==> src/rtl/led_matrix_pkg.sv <==
// rtl/led_matrix_pkg.sv - scan FSM states and per-state tick lengths for the LED matrix scanner
package led_matrix_pkg;

  typedef enum logic [2:0] {
    BLANK,
    SHIFT_COL,
    SHIFT_ROW,
    LATCH,
    DISPLAY
  } scan_state_t;

  localparam int BLANK_TICKS     = 1;
  localparam int SHIFT_ROW_TICKS = 2;
  localparam int LATCH_TICKS     = 1;
  localparam int DUTY_STEPS      = 16;

  function automatic int state_ticks(scan_state_t s, int cols, int hold);
    case (s)
      BLANK:     return BLANK_TICKS;
      SHIFT_COL: return 2 * cols;
      SHIFT_ROW: return SHIFT_ROW_TICKS;
      LATCH:     return LATCH_TICKS;
      default:   return hold;
    endcase
  endfunction

  function automatic int row_period_ticks(int cols, int hold);
    return BLANK_TICKS + 2 * cols + SHIFT_ROW_TICKS + LATCH_TICKS + hold;
  endfunction

endpackage

==> src/rtl/led_framebuffer.sv <==
// rtl/led_framebuffer.sv - ROWS x COLS one-bit pixel store, single write port, combinational row read
module led_framebuffer #(
  parameter int COLS = 16,
  parameter int ROWS = 16
) (
  input  logic                    clk,
  input  logic                    reset,
  input  logic                    wr_en,
  input  logic [$clog2(COLS)-1:0] wr_x,
  input  logic [$clog2(ROWS)-1:0] wr_y,
  input  logic                    wr_data,
  input  logic [$clog2(ROWS)-1:0] rd_y,
  output logic [COLS-1:0]         rd_row
);

  localparam int XW = $clog2(COLS);
  localparam int YW = $clog2(ROWS);

  logic [COLS-1:0] mem [ROWS];
  logic            x_ok;
  logic            y_ok;

  // Out-of-range coordinates can only occur when a dimension is not a power of two.
  if (COLS == (1 << XW)) begin : g_x_full
    assign x_ok = 1'b1;
  end else begin : g_x_part
    assign x_ok = (wr_x < XW'(COLS));
  end

  if (ROWS == (1 << YW)) begin : g_y_full
    assign y_ok = 1'b1;
  end else begin : g_y_part
    assign y_ok = (wr_y < YW'(ROWS));
  end

  always_ff @(posedge clk) begin
    if (reset) begin
      for (int r = 0; r < ROWS; r++) begin
        mem[r] <= '0;
      end
    end else if (wr_en && x_ok && y_ok) begin
      mem[wr_y][wr_x] <= wr_data;
    end
  end

  assign rd_row = mem[rd_y];

endmodule

==> src/rtl/led_matrix_scanner.sv <==
// rtl/led_matrix_scanner.sv - shift-register LED matrix refresh driver; BRIGHTNESS_EN adds a 16-level duty input
module led_matrix_scanner
  import led_matrix_pkg::*;
#(
  parameter int COLS   = 16,
  parameter int ROWS   = 16,
  parameter int CLKDIV = 1,
  parameter int HOLD   = 64
) (
  input  logic                    clk,
  input  logic                    reset,
  input  logic                    wr_en,
  input  logic [$clog2(COLS)-1:0] wr_x,
  input  logic [$clog2(ROWS)-1:0] wr_y,
  input  logic                    wr_data,
`ifdef BRIGHTNESS_EN
  input  logic [3:0]              brightness,
`endif
  output logic                    frame_done,
  output logic                    RCLK,
  output logic                    RSDI,
  output logic                    CSDI,
  output logic                    CCLK,
  output logic                    LE,
  output logic                    OEB
);

  localparam int YW        = $clog2(ROWS);
  localparam int MAX_TICKS = (2 * COLS > HOLD) ? 2 * COLS : HOLD;
  localparam int CW        = $clog2(MAX_TICKS);
  localparam int DW        = (CLKDIV > 1) ? $clog2(CLKDIV) : 1;

  scan_state_t     state;
  scan_state_t     state_next;
  logic            tick;
  logic            state_done;
  logic [CW-1:0]   cnt;
  logic [YW-1:0]   row;
  logic [COLS-1:0] fb_row;
  logic [COLS-1:0] shreg;
  logic            lit;
  logic            rclk_d, rsdi_d, csdi_d, cclk_d, le_d, oeb_d;

  led_framebuffer #(
    .COLS (COLS),
    .ROWS (ROWS)
  ) u_fb (
    .clk     (clk),
    .reset   (reset),
    .wr_en   (wr_en),
    .wr_x    (wr_x),
    .wr_y    (wr_y),
    .wr_data (wr_data),
    .rd_y    (row),
    .rd_row  (fb_row)
  );

  if (CLKDIV == 1) begin : g_nodiv
    assign tick = 1'b1;
  end else begin : g_div
    logic [DW-1:0] div_cnt;
    always_ff @(posedge clk) begin
      if (reset || div_cnt == DW'(CLKDIV - 1)) begin
        div_cnt <= '0;
      end else begin
        div_cnt <= div_cnt + 1'b1;
      end
    end
    assign tick = (div_cnt == DW'(CLKDIV - 1));
  end

  assign state_done = tick && (cnt == CW'(state_ticks(state, COLS, HOLD) - 1));

`ifdef BRIGHTNESS_EN
  logic [3:0] duty;
  always_ff @(posedge clk) begin
    if (reset) begin
      duty <= 4'hF;
    end else if (state == LATCH && state_done) begin
      duty <= brightness;
    end
  end
  assign lit = int'(cnt) < (int'(duty) + 1) * (HOLD / DUTY_STEPS);
`else
  assign lit = 1'b1;
`endif

  always_comb begin
    state_next = state;
    if (state_done) begin
      case (state)
        BLANK:     state_next = SHIFT_COL;
        SHIFT_COL: state_next = SHIFT_ROW;
        SHIFT_ROW: state_next = LATCH;
        LATCH:     state_next = DISPLAY;
        default:   state_next = BLANK;
      endcase
    end
  end

  always_ff @(posedge clk) begin
    if (reset) begin
      state <= BLANK;
      cnt   <= '0;
      row   <= '0;
      shreg <= '0;
    end else begin
      state <= state_next;
      if (state_done) begin
        cnt <= '0;
      end else if (tick) begin
        cnt <= cnt + 1'b1;
      end
      // Snapshot at the end of BLANK, then shift MSB-first once per low/high pair.
      if (state == BLANK && state_done) begin
        shreg <= fb_row;
      end else if (state == SHIFT_COL && tick && cnt[0]) begin
        shreg <= {shreg[COLS-2:0], 1'b0};
      end
      if (state == DISPLAY && state_done) begin
        row <= (row == YW'(ROWS - 1)) ? '0 : row + 1'b1;
      end
    end
  end

  always_comb begin
    rclk_d = 1'b0;
    rsdi_d = 1'b0;
    csdi_d = 1'b0;
    cclk_d = 1'b0;
    le_d   = 1'b0;
    oeb_d  = 1'b1;
    case (state)
      SHIFT_COL: begin
        cclk_d = cnt[0];
        csdi_d = shreg[COLS-1];
      end
      SHIFT_ROW: begin
        rclk_d = cnt[0];
        rsdi_d = (row == '0);
      end
      LATCH:   le_d  = 1'b1;
      DISPLAY: oeb_d = ~lit;
      default: ;
    endcase
  end

  // Registered pads: every output lags the FSM by one clk, uniformly.
  always_ff @(posedge clk) begin
    if (reset) begin
      RCLK       <= 1'b0;
      RSDI       <= 1'b0;
      CSDI       <= 1'b0;
      CCLK       <= 1'b0;
      LE         <= 1'b0;
      OEB        <= 1'b1;
      frame_done <= 1'b0;
    end else begin
      RCLK       <= rclk_d;
      RSDI       <= rsdi_d;
      CSDI       <= csdi_d;
      CCLK       <= cclk_d;
      LE         <= le_d;
      OEB        <= oeb_d;
      frame_done <= (state == DISPLAY) && state_done && (row == YW'(ROWS - 1));
    end
  end

endmodule

==> config.mk <==
export PLATFORM = sky130hd
export DESIGN_NAME = led_matrix_scanner
export DESIGN_NICKNAME = d
export VERILOG_FILES = /design/src/rtl/led_matrix_pkg.sv /design/src/rtl/led_framebuffer.sv /design/src/rtl/led_matrix_scanner.sv
export SDC_FILE = /design/constraint.sdc
export NUM_CORES = 1
export LEC_CHECK = 0
export CORE_ASPECT_RATIO = 1.75
export CORE_UTILIZATION = 54
export CTS_BUF_LIST = sky130_fd_sc_hd__clkbuf_8
export DETAILED_ROUTE_END_ITERATION = 6
export HOLD_SLACK_MARGIN = 0.1
export PLACE_DENSITY = 0.8
export SYNTH_ARGS = -nofsm -noshare
export SYNTH_HDL_FRONTEND = slang
export SYNTH_SLANG_ARGS = --single-unit
==> constraint.sdc <==
create_clock -name clk -period 6.54 [get_ports clk]
set_clock_uncertainty 0.1 [all_clocks]
set_input_delay 1.308 -clock clk [delete_from_list [all_inputs] [get_ports clk]]
set_output_delay 1.308 -clock clk [all_outputs]
set_load 0.01 [all_outputs]
==> results of run 1 <==
-- sequential cells by signal (all words and copies together), names as in the netlist, 3 cells and up, named ones only --
name / cells
state: 3
row: 4
shreg: 16
u_fb.mem: 256
cnt: 6
-- power by group --
| part | total, W | switching [W] | internal, W | leakage, nW |
|---|---|---|---|---|
| sequential | 0.00224 | 0.0000682 | 0.00218 | 2.76 |
| clock | 0.00138 | 0.000706 | 0.000671 | 0.435 |
| combinational | 0.000701 | 0.000439 | 0.000263 | 2.40 |
-- placed cells by master (no fill, tap or decap), drive strengths merged, types with 2 or more instances in the layout --
cell,instances
mux4,64
nand2b,10
buf,22
inv,23
mux2i,17
o211a,3
clkdlybuf4s50,17
dfxtp,40
clkinv,11
xor2,3
a21oi,6
mux2,2
o211ai,4
nand4,4
edfxtp,256
a31oi,2
nor3b,2
ha,4
o31ai,2
a211oi,14
and3,18
o21ai,84
xnor2,2
nor2b,6
or2,5
nor4,2
a21o,90
nand3b,2
nand2,219
a311oi,3
and2,4
nand3,13
clkbuf,45
nor3,15
nor2,292
a22oi,30
-- worst max path at each step --
stage | from | to | slack, ps | cells past startpoint
3_5_place_dp | wr_y[2] | u_fb.mem[9][4] | 2280 | 5
6_report | wr_y[2] | u_fb.mem[9][4] | 2770 | 5
2_1_floorplan | wr_y[2] | u_fb.mem[11][0] | 3710 | 6
4_1_cts | wr_y[2] | u_fb.mem[9][4] | 2880 | 5
3_3_place_gp | wr_y[2] | u_fb.mem[9][12] | 2360 | 5
5_1_grt | wr_y[2] | u_fb.mem[9][14] | 2640 | 5
-- through the flow --
stage / total power [W] / instance area, um2 / hold slack [ps]
6_report: 0.00432 / 16000 / 372
5_1_grt: 0.00446 / 16000 / 402
4_1_cts: 0.00431 / 16000 / 375
3_5_place_dp: 0.00296 / 15200 / 368
3_3_place_gp: 0.00294 / 15200 / 361
2_1_floorplan: 0.00279 / 15100 / 343
-- area by class of cell --
type / instances / area share [%]
Sequential cell: 296 / 53.1
Multi-Input combinational cell: 932 / 36.9
Clock buffer: 45 / 3.88
Tap cell: 369 / 2.89
Timing Repair Buffer: 39 / 2.10
Clock inverter: 27 / 0.861
Inverter: 9 / 0.227
Antenna cell: 1 / 0.0157
-- logic make-up after synthesis --
kind of cell    count (synthesis)  synth area share (%)
compound gates                243                  10.9
xor+xnor                        5                 0.290
fa+ha+maj                       4                 0.332
buf+inv                       161                  4.80
flops                         296                  56.3
mux                            83                  10.8
simple gates                  597                  16.6
-- layer usage --
layer | track usage, % | share of wire, % | up-vias
li1 | - | - | 4771
met1 | 32.2 | 31 | 5301
met2 | 48.2 | 51 | 740
met3 | 4.27 | 9.6 | 171
met4 | 24.3 | 8.6 | 0
met5 | 0 | 0 | -
-- worst max-delay path, cell delays in order --
cell and delay, ps:
clkdlybuf4s50_1 610, nand2b_1 330, nor2_2 760, nand2_1 770
nor2_1 270
==> out/metrics.yaml, run 1 <==
hold_path:
  hold_depth: 2
  holdPathEnd: "shreg[0]"
  min_from: "shreg[0]"
  hp-class: "reg -> reg"
final_layout:
  fillers: 2171
  syn_to_final_growth_pct: 5.91
  layout-drive-gt1-share_pct: 12.6
  nets: 1336
  final_util_pct: 58.5
  multi_input_area_mm2: 0.00590
  final_cells: 1718
  seq_area_mm2: 0.00849
worst_setup_path:
  end_kind: "flop"
  r2r_slack_ps: 3420
  setup.worst_path.class: "in -> reg"
  crit_required_ps: 6850
  cp_max_fo: 17
  worstPathArrival_ps: 4070
  reg2regPathDepth: 5
  reg2reg_to: "shreg[13]"
  crit_path_start_kind: "primary input"
global_routing:
  grt_usage_pct: 28.9
  grt_pass1_vias: 10900
  grt_first_pass_wirelength_um: 60500
  grt_max_degree: 117
  grt_overflow: 0
  antenna_found_initial: 0
timing:
  final_max_slew_viol_count: 0
  max_slew_margin_pct: 9.27
  report.final.hold_viol_count: 0
  finalSetupTns_ps: 0
  period_share_pct: 57.6
  worst_pin_slew_ps: 1350
  period_needed_ps: 3770
  fmax_ghz: 0.266
  setup_ws_ps: 2770
  final-setup-viol-count: 0
  rsz0062_at_grt: "false"
synth:
  synth_top_area_share_pct: 50.9
  syn_area_mm2: 0.0151
  ys_types: 55
  synth_top_cells_by_count: "nor2_1, edfxtp_1, nand2_1"
  yosys.area.top_type: "edfxtp_1"
  synthTopCellsByArea: "edfxtp_1, mux4_2, nor2_1, nand2_1, dfxtp_1"
  syn_avg_cell_area_um2: 10.9
  syn_inst: 1389
  synth-edff-count: 256
  ys_ff_latch: 296
  ys.flop_type: "edfxtp_1"
  postSynthNetCount: 1405
  yosysWarningCount: 0
  synth_most_common_cell: "nor2_1"
  ys_seq_area_share_pct: 56.3
  synthArstFlopShare_pct: 0
cts:
  clk_pin_slew_ps: 70
  hold_buffers: 0
  cts_root_buf: "clkbuf_8"
  cts_buffers: 42
  cts_setup_buffers: 0
  numClockSinks: 296
  h-tree-depth: 2
  cts_resized: 0
  cts_tree: "yes"
  clock_latency_ps: 580
  clock_path_buffers: 3
placed_design:
  dpl.hpwl_um: 24100
  dp_slack_ps: 2280
  numPortBuffers: 18
  dp_cells: 1645
  gp_congestion: 0.888
power_and_ir_drop:
  ir_drop_mv: 0.183
  power.density_mw_per_mm2: 271
  p_leak_nw: 5.59
routing:
  wl_um: 39900
  firstDrtPassIters: 6
  first_iter_violations: 1291
  drc: 0
  drtAntennaViolNets: 0
  vias: 11000
  vias_per_cell: 6.39
  wire_per_inst_um: 23.2
run_status:
  status: "completed"
die:
  initial_core_util_pct: 55.2
  boundaryPins: 19
  die_area_mm2: 0.0286
  die_h_um: 223
  die_x_um: 128
  num_rows: 80
  core_region_area_mm2: 0.0273
run:
  maxCapViolCount: 0
(Power assumes the default switching activity.)
==> run 2: changes to the inputs <==
Settings changed: PLACE_DENSITY 0.8 to 0.83.
Clock period 6.54 ns to 3.1 ns, I/O delays scaled along.
==> run 2 against run 1 <==
Against the previous run:
- worst hold slack worse by 34 ps
- setup slack worse by 2500 ps
- sequential share of layout area down 1.9 points
- non-clock buffer count up 69
- critical path depth grew 3
- design area grew 3.6%
- flip-flop and latch count did not move
- die area is the same
- global-route usage rose by 0.50 points
- combinational power is 120% higher
- largest cell class unchanged
==> out/metrics.yaml, run 2 (synthesis gave the netlist of run 1 again) <==
cts:
  cts_buffers: 43
  numClockSinks: 296
  cts_root_buf: "clkbuf_8"
  h-tree-depth: 2
  cts_tree: "yes"
  cts_setup_buffers: 0
  clock_path_buffers: 3
  cts_resized: 0
  clk_pin_slew_ps: 70
  clock_latency_ps: 560
  hold_buffers: 0
run:
  maxCapViolCount: 0
worst_setup_path:
  end_kind: "flop"
  path_buf_inv: 0
  path_common_cell: "o211a_1"
  crit_family: "compound AO/OA/AOI/OAI gates"
  cp_cell_sequence: "nor2_1 -> o21bai_1 -> ha_1 -> and4_1 -> o211a_1 -> o211a_1 -> and3_1 -> a211oi_1"
  crit_required_ps: 3420
  cp_max_fo: 16
  cp_slowest_cell: "dfxtp_1"
  setup.worst_path.class: "reg -> reg"
  cpPeakStageDelay_ps: 590
  crit_path_start_kind: "flop"
  worstPathArrival_ps: 3140
timing:
  period_needed_ps: 2830
  max_slew_margin_pct: 52.0
  final_max_slew_viol_count: 0
  worst_pin_slew_ps: 720
  fmax_ghz: 0.354
  period_share_pct: 91.2
  rsz0062_at_grt: "false"
  report.final.hold_viol_count: 0
  finalSetupTns_ps: 0
  setup_ws_ps: 274
  final-setup-viol-count: 0
routing:
  first_iter_violations: 1163
  drtAntennaViolNets: 0
  firstDrtPassIters: 5
  vias_per_cell: 6.32
  wire_per_inst_um: 23.0
  wl_um: 41200
  drc: 0
  vias: 11300
final_layout:
  final_cells: 1793
  syn_to_final_growth_pct: 9.73
  nets: 1406
  fillers: 2051
  final_util_pct: 60.6
  layout_common_cells: "nor2_1, edfxtp_1, nand2_1, a21o_1, buf_4"
  regMostFlops: "u_fb.mem"
  layout-drive-gt1-share_pct: 16.6
  final_common_cell: "nor2_1"
  largest_reg_flops: 256
  largest_registers: "u_fb.mem (256), shreg (16), cnt (6)"
run_status:
  status: "completed"
power_and_ir_drop:
  p_leak_nw: 5.95
  ir_drop_mv: 0.375
  total_power_w: 0.00911
  power.density_mw_per_mm2: 550
global_routing:
  grt_overflow: 0
  grt_pass1_vias: 11300
  antenna_found_initial: 1
  grt_usage_pct: 29.4
  grt_first_pass_wirelength_um: 61900
  grt_max_degree: 73
die:
  die_h_um: 223
  core_region_area_mm2: 0.0273
  die_area_mm2: 0.0286
  initial_core_util_pct: 55.2
  num_rows: 80
  boundaryPins: 19
  die_x_um: 128
placed_design:
  dpl.hpwl_um: 26400
  dp_slack_ps: 226
  gp_congestion: 0.868
  dp_cells: 1714
  numPortBuffers: 18
hold_path:
  hp-class: "in -> reg"
==> run 2: changes by cell type in the layout (fill, tap and decap cells not counted) <==
cell	before	now
nor3_2	8	6
bufinv_16	1	0
clkinv_1	9	13
clkinv_4	1	0
nor3_1	7	9
inv_6	0	1
inv_1	22	25
buf_12	0	6
clkinvlp_4	1	0
buf_4	22	85
clkinv_2	1	2
==> run 2: routing by layer <==
| metal | global-route usage, % | wire length (um) |
|---|---|---|
| met1 | 30.6 | 12100 |
| met2 | 50.1 | 21200 |
| met5 | 0 | 0 |
| met3 | 4.41 | 4020 |
| met4 | 27.1 | 3870 |
==> run 2: final timing paths <==
check / start / endpoint / slack [ps] / cells past startpoint
max: state[1] / shreg[6] / 270 / 8
max reg2reg: state[1] / shreg[6] / 270 / 8
min reg2reg: shreg[15] / CSDI / 380 / 1
min: reset / u_fb.mem[0][13] / 340 / 2
==> run 2: through the flow <==
| step | area (um2) | hold WS, ps |
|---|---|---|
| after global placement | 15800 | 353 |
| final | 16600 | 338 |
| after global routing | 16600 | 358 |
| after detailed placement | 15800 | 365 |
| after floorplan | 15100 | 343 |
| after CTS | 16600 | 341 |
==> run 2: power breakdown <==
part           leakage (nW)  internal [W]  switching (W)
registers              2.76       0.00459       0.000148
clock network         0.447       0.00134        0.00152
logic                  2.75      0.000574       0.000934
total                  5.95       0.00651        0.00260
==> run 2: final cells by class <==
cell class / instances / area [um2] / area share (%)
tap: 369 / 462 / 2.79
sequential: 296 / 8490 / 51.3
multi-input combinational: 932 / 5890 / 35.5
inverter: 9 / 36.3 / 0.219
clock buffer: 45 / 619 / 3.74
antenna: 1 / 2.50 / 0.0151
timing repair buffer: 108 / 928 / 5.61
clock inverter: 33 / 131 / 0.793
